$ cat src/rtl/imm_extend_unit_if.sv
// imm_extend_unit_if: producer/consumer handshake bundle around the immediate extender
interface imm_extend_unit_if #(
  parameter int IN_W  = 16,
  parameter int OUT_W = 32
);
  logic             in_valid;
  logic             in_ready;
  logic [1:0]       in_mode;
  logic [IN_W-1:0]  in_imm;
  logic             out_valid;
  logic             out_ready;
  logic [OUT_W-1:0] out_imm;
  logic             out_ovf;
  modport master (
    output in_valid, in_mode, in_imm, out_ready,
    input  in_ready, out_valid, out_imm, out_ovf
  );
  modport slave (
    input  in_valid, in_mode, in_imm, out_ready,
    output in_ready, out_valid, out_imm, out_ovf
  );
endinterface

$ cat src/rtl/imm_extend_unit.sv
// imm_extend_unit: immediate zero/sign/upper/branch extension into a 2-entry skid FIFO
module imm_extend_unit #(
  parameter int IN_W  = 16,
  parameter int OUT_W = 32
) (
  input logic clk,
  input logic rst,
  imm_extend_unit_if.slave bus
);
  localparam int EXT_W = OUT_W - IN_W;
  localparam logic [1:0] M_ZERO  = 2'd0;
  localparam logic [1:0] M_SIGN  = 2'd1;
  localparam logic [1:0] M_UPPER = 2'd2;
  generate
    if (OUT_W < IN_W + 2 || IN_W < 2) begin : g_bad_params
      $error("imm_extend_unit: requires IN_W >= 2 and OUT_W >= IN_W + 2");
    end
  endgenerate
  logic [OUT_W-1:0] sx;
  logic [OUT_W-1:0] ext;
  logic             ovf;
  logic [OUT_W:0]   mem [2];
  logic             wp;
  logic             rp;
  logic [1:0]       cnt;
  logic             wr;
  logic             rd;
  assign sx = {{EXT_W{bus.in_imm[IN_W-1]}}, bus.in_imm};
  always_comb begin
    ext = bus.in_mode == M_ZERO  ? {{EXT_W{1'b0}}, bus.in_imm} :
          bus.in_mode == M_SIGN  ? sx :
          bus.in_mode == M_UPPER ? {bus.in_imm, {EXT_W{1'b0}}} :
                                   {sx[OUT_W-3:0], 2'b00};
    // unreachable with legal widths, kept as a guard on the branch shift
    ovf = bus.in_mode == 2'd3 && (sx[OUT_W-1:OUT_W-2] != {2{sx[OUT_W-3]}});
  end
  assign wr = bus.in_valid && bus.in_ready;
  assign rd = bus.out_valid && bus.out_ready;
  always_ff @(posedge clk) begin
    if (rst) begin
      cnt    <= '0;
      wp     <= 1'b0;
      rp     <= 1'b0;
      mem[0] <= '0;
      mem[1] <= '0;
    end else begin
      if (wr) mem[wp] <= {ext, ovf};
      wp  <= wp ^ wr;
      rp  <= rp ^ rd;
      cnt <= cnt + {1'b0, wr} - {1'b0, rd};
    end
  end
  assign bus.in_ready  = cnt != 2'd2;
  assign bus.out_valid = cnt != 2'd0;
  // when empty, the slot behind rp is the last word read and has not been rewritten
  assign {bus.out_imm, bus.out_ovf} = mem[bus.out_valid ? rp : ~rp];
endmodule
$ cat src/flat_wrapper.sv
// flat-port wrapper written by rule: the top's interface ports become plain ports
module imm_extend_unit_flat 
#(
  parameter int IN_W  = 16,
  parameter int OUT_W = 32
)
  (clk, rst, bus_in_valid, bus_in_mode, bus_in_imm, bus_out_ready, bus_in_ready, bus_out_valid, bus_out_imm, bus_out_ovf);
  imm_extend_unit_if #(.IN_W(IN_W), .OUT_W(OUT_W)) bus_i ();
  input logic clk;
  input logic rst;
  input wire logic [$bits(bus_i.in_valid)-1:0] bus_in_valid;
  input wire logic [$bits(bus_i.in_mode)-1:0] bus_in_mode;
  input wire logic [$bits(bus_i.in_imm)-1:0] bus_in_imm;
  input wire logic [$bits(bus_i.out_ready)-1:0] bus_out_ready;
  output wire logic [$bits(bus_i.in_ready)-1:0] bus_in_ready;
  output wire logic [$bits(bus_i.out_valid)-1:0] bus_out_valid;
  output wire logic [$bits(bus_i.out_imm)-1:0] bus_out_imm;
  output wire logic [$bits(bus_i.out_ovf)-1:0] bus_out_ovf;
  assign bus_i.in_valid = bus_in_valid;
  assign bus_i.in_mode = bus_in_mode;
  assign bus_i.in_imm = bus_in_imm;
  assign bus_i.out_ready = bus_out_ready;
  assign bus_in_ready = bus_i.in_ready;
  assign bus_out_valid = bus_i.out_valid;
  assign bus_out_imm = bus_i.out_imm;
  assign bus_out_ovf = bus_i.out_ovf;
  imm_extend_unit #(.IN_W(IN_W), .OUT_W(OUT_W)) u_core (.clk(clk), .rst(rst), .bus(bus_i));
endmodule
$ cat config.mk
export PLATFORM = sky130hd
export DESIGN_NAME = imm_extend_unit_flat
export DESIGN_NICKNAME = d
export VERILOG_FILES = /design/src/rtl/imm_extend_unit_if.sv /design/src/rtl/imm_extend_unit.sv /design/src/flat_wrapper.sv
export SDC_FILE = /design/constraint.sdc
export NUM_CORES = 1
export LEC_CHECK = 0
export BUFFER_PORTS_ARGS = -buffer_cell sky130_fd_sc_hd__buf_2
export CORE_MARGIN = 3
export CORE_UTILIZATION = 45
export CTS_BUF_LIST = sky130_fd_sc_hd__clkbuf_4
export CTS_CLUSTER_DIAMETER = 80
export DETAILED_ROUTE_END_ITERATION = 10
export PLACE_DENSITY = 0.69
export REMOVE_ABC_BUFFERS = 1
export SYNTH_ARGS = -nofsm -noshare
export SYNTH_HDL_FRONTEND = slang
export SYNTH_SLANG_ARGS = --single-unit
$ cat constraint.sdc
create_clock -name clk -period 1.9 [get_ports clk]
set_input_delay 0.38 -clock clk [delete_from_list [all_inputs] [get_ports clk]]
set_output_delay 0.38 -clock clk [all_outputs]
set_load 0.02 [all_outputs]
* Word-level counts from Yosys, hierarchy flattened
Memories as Yosys holds them, arrays and structs flattened. Cells that the tools add are included.
Word-level totals: flip-flop bits (word level) 4, bits in writable memories 64, output and inout port bits 35, word-level logic and storage cells 29, memories kept 1
Memory list:
- u_core.mem | depth 2, width 32, read ports 1, clocked after memory_dff 0, write ports 2, line imm_extend_unit.sv:22 | logic [OUT_W:0] mem [2];
Cells by class: add/subtract/negate cells 2, equal/unequal tests 3, muxes and demuxes 12, bitwise operators 3, reductions and logical operators 5
Operators by type and width (number):
- $mux 32 | 2
- $mux 31 | 2
- $reduce_or 32->1 | 1
- $mux 1 | 8
- $add 2x1->2 | 1
- $eq 2x1->1 const B | 1
- $eq 2x2->1 const B | 1
- $logic_and 1x1->1 | 2
- $logic_not 2->1 | 1
- $ne 2x2->1 const B | 1
- $reduce_bool 2->1 | 1
- $sub 2x1->2 | 1
- $xor 1x1->1 | 2
- $not 1->1 | 1

* Longest topological paths before layout
word-level depth 7, mapped depth 7, depth with buffers taken out 7

* Least setup slack after synthesis
Ideal clock, no wire load.
path kind register to register, start register u_core.cnt[0], end memory u_core.mem[1][0] in the netlist's numbering, enable pin, arrival time 1.631 ns, data required time 1.506 ns, setup slack -0.125 ns, cell stages (with the launch flop) 5, buffers on the path 1, cells stage by stage dfxtp_1 -> nand2b_1 -> buf_2 -> nand4b_1 -> nand2b_1
RTL lines:
- from (decl) | line imm_extend_unit.sv:25 | logic [1:0] cnt;
- from (signal assigned) | line imm_extend_unit.sv:50 | cnt <= cnt + {1'b0, wr} - {1'b0, rd};
- to (decl) | line imm_extend_unit.sv:22

* Worst setup path in the final report
start register u_core.cnt[1], end output bus_out_imm[25]
On the way: cells in the longest elaborated chain, start to end 3
Ends and longest elaborated chain:
- $reduce_bool 2->1 | line imm_extend_unit.sv:54 | assign bus.out_valid = cnt != 2'd0;
- $mux 1 | line imm_extend_unit.sv:56 | assign {bus.out_imm, bus.out_ovf} = mem[bus.out_valid ? rp : ~rp];
- $mem_v2 2x32
- to (decl) | line flat_wrapper.sv:17 | output wire logic [$bits(bus_i.out_imm)-1:0] bus_out_imm;
No other way between the ends.

==> results.py <==
metrics = {
    "clock_tree": {
        "cts_tree": "yes",
        "cts_sinks": 68,
        "cts_buffers": 9,
        "hold_buffers": 0,
        "h-tree-depth": 3,
        "clock_path_buffers": 2,
        "cts.reportedPaths.clkPinSlew_ns": 0.10,
        "cts-root-buf": "clkbuf_4",
        "clk_latency_ns": 0.41,
    },
    "final_layout": {
        "final-seq-area_um2": 2000,
        "fin_cells": 423,
        "nets": 346,
        "antenna_cells": 0,
        "multi_input_area_um2": 1180,
        "drive_gt1_share_pct": 38.5,
        "fill_cells": 576,
        "area_delta_synth_final_pct": 26.5,
    },
    "route": {
        "drt_first_pass_iters": 4,
        "detail-route-antenna-nets": 0,
        "drt-total-wl_um": 7170,
        "wire_per_inst_um": 17.0,
        "vias_per_cell": 5.23,
        "drt-initial-drc-count": 169,
        "dr_total_vias": 2211,
        "drc": 0,
    },
    "pwr": {
        "power_density_nw_per_um2": 1560,
        "total_power_uw": 6500,
        "peakVddDrop_mv": 0.657,
        "p_leak_uw": 0.00170,
    },
    "synthesis": {
        "ys_seq_elements": 68,
        "synth_ff_type": "edfxtp_1",
        "synth-edff-count": 64,
        "synth.yosys.seq_area_share_pct": 60.9,
        "synthTopCellsByArea": "edfxtp_1 58%, mux2_4 14%, nor2_1 7.5%",
        "syn_avg_cell_area_um2": 12.9,
        "synth-async-reset-ratio_pct": 0,
        "yosysUniqueCellTypes": 30,
        "yosysMostFrequentCell": "nor2_1",
        "yosys_warnings": 0,
        "synthTopCellsByCount": "66 x nor2_1, 64 x edfxtp_1, 30 x mux2_4, 29 x a21oi_1, 16 x nor2b_1",
        "synth_top_cell_area_share_pct": 58.4,
        "synth_area_um2": 3290,
        "synthCells": 255,
        "yosys.area.top_type": "edfxtp_1",
    },
    "worst_setup_path": {
        "crit_path_end_kind": "output port",
        "path_class": "flip-flop to output port",
        "crit_chain": "or2_4, xor2_4, buf_6, clkbuf_16, mux2_4, buf_6",
        "crit_slowest_cell": "dfxtp_2",
        "regToRegSetupSlack_ns": 0.21,
        "crit_family": "buffers and inverters",
        "crit_fanout": 5,
        "reg2reg_depth": 8,
        "crit_arrival_ns": 1.93,
        "crit_path_frequent_cell": "buf_6",
        "path_depth": 6,
        "crit_required_ns": 1.52,
        "critPathBufInv": 3,
        "cp-start-kind": "flip-flop",
        "critPathMaxStageDelay_ns": 0.33,
    },
    "grt": {
        "grt_max_degree": 33,
        "grt_pass1_vias": 2168,
        "grt_util_all_layers_pct": 16.8,
        "grt_pass1_wl_um": 10800,
        "grt_antenna_before_repair": 0,
        "grt_overflow": 0,
    },
    "die": {
        "num_rows": 30,
        "io_pins": 57,
        "initial_core_util_pct": 47.4,
        "die_y_um": 91.5,
        "core_um2": 6940,
        "fp.dieArea_um2": 8370,
        "die_w_um": 91.5,
    },
    "place": {
        "dp_cells": 402,
        "port_buffers": 55,
        "pre_cts_slack_ns": -0.0413,
        "place.gp.congestion": 0.688,
        "dpl.hpwl_um": 4370,
    },
    "sta": {
        "final-hold-violation-count": 0,
        "rsz0062_at_grt": "yes",
        "drv_slew": 0,
        "finalCriticalPeriod_ns": 2.31,
        "worst_pin_slew_ns": 1.13,
        "skew_ns": 0.0152,
        "final.setup.worst_slack_ns": -0.408,
        "fmax_mhz": 433,
        "fin_crit_sh_pct": 121,
        "setup_viol": 32,
        "fin_hold_ws_ns": 0.220,
        "max-slew-margin-rel_pct": 24.5,
    },
    "hold_path": {
        "hold_depth": 2,
        "hp-class": "primary input to flip-flop",
    },
    "outcome": {
        "status": "finished with violations",
        "violations": "setup timing",
    },
    "flow_run": {
        "cap_viol_max_count": 0,
    },
}
through the flow:
stage               util, %  area, um2  TNS (ns)
finish                 59.9       4160    -12.14
detailed placement     53.5       3720   -0.0413
floorplan                 -       3190    -48.15
global placement       53.5       3720         0
CTS                    56.6       3930    -13.41
global route           59.9       4160    -15.14
final cells by class:
type	instances	share of cell area, %
sequential	68	48.2
multi-input combinational	168	28.3
timing repair buffer	73	16.1
tap	96	2.89
clock inverter	7	2.77
clock buffer	9	1.62
inverter	2	0.180
sequential cells by signal, indices dropped and copies added (netlist names):
name        flops
u_core.wp       1
u_core.rp       1
u_core.mem     64
u_core.cnt      2
worst paths after layout:
| kind | from | endpoint |
|---|---|---|
| worst max-delay path | u_core.cnt[1] | bus_out_imm[25] |
| worst min-delay path | rst | u_core.cnt[0] |
| worst max register to register | u_core.cnt[0] | u_core.cnt[1] |
| worst min register to register | u_core.wp | u_core.wp |
power breakdown:
group | leakage [uW] | internal, uW | switching [uW]
clock network | 0.0000936 | 662 | 525
logic | 0.000897 | 1830 | 1550
registers | 0.000712 | 1860 | 68.5
total | 0.00170 | 4350 | 2140
kinds of logic after synthesis:
group	after synthesis	share of synthesized area, %
muxes	33	14.7
AOI/OAI and AO/OA	33	5.33
buffers and inverters	19	3.31
other	1	0.114
and+or+nand+nor	96	13.5
adders and majority gates	2	0.761
xor gates and xnor gates	3	1.37
DFF	68	60.9
per-layer routing:
layer  vias to the layer above  wire length (um)  global-route usage (%)
met5                         -                 0                       0
met4                         0                93                    4.65
met3                         8               421                    5.97
met2                        76              3540                    27.5
met1                      1096              3110                    20.9
li1                       1031                 -                       -
repair_timing:
| action | in CTS | in global routing |
|---|---|---|
| hold endpoints to repair | 0 | 0 |
| pin swaps | 0 | 1 |
| setup endpoints to repair | 32 | 32 |
| gates cloned | 0 | 3 |
| resized for setup | 9 | 51 |
| buffers inserted | 0 | 2 |
worst reg2reg max path, cell delays in order (launching register included):
cell and delay [ns]:
dfxtp_2 0.34, buf_4 0.13, o21a_1 0.21, ha_1 0.28, inv_1 0.04, ha_1 0.19
xor2_1 0.15, and2_1 0.16, nor3_1 0.11
layout by cell type, fill, tap and decap left out, types with 3 or more instances in the layout:
cell	instances
nor2_1	66
edfxtp_1	64
buf_2	29
a21oi_1	29
buf_12	3
clkbuf_4	9
buf_6	28
buf_4	9
bufinv_16	3
nor2b_1	16
nand2b_1	5
mux2_4	30
mux2_2	3
(Power assumes the default switching activity.)
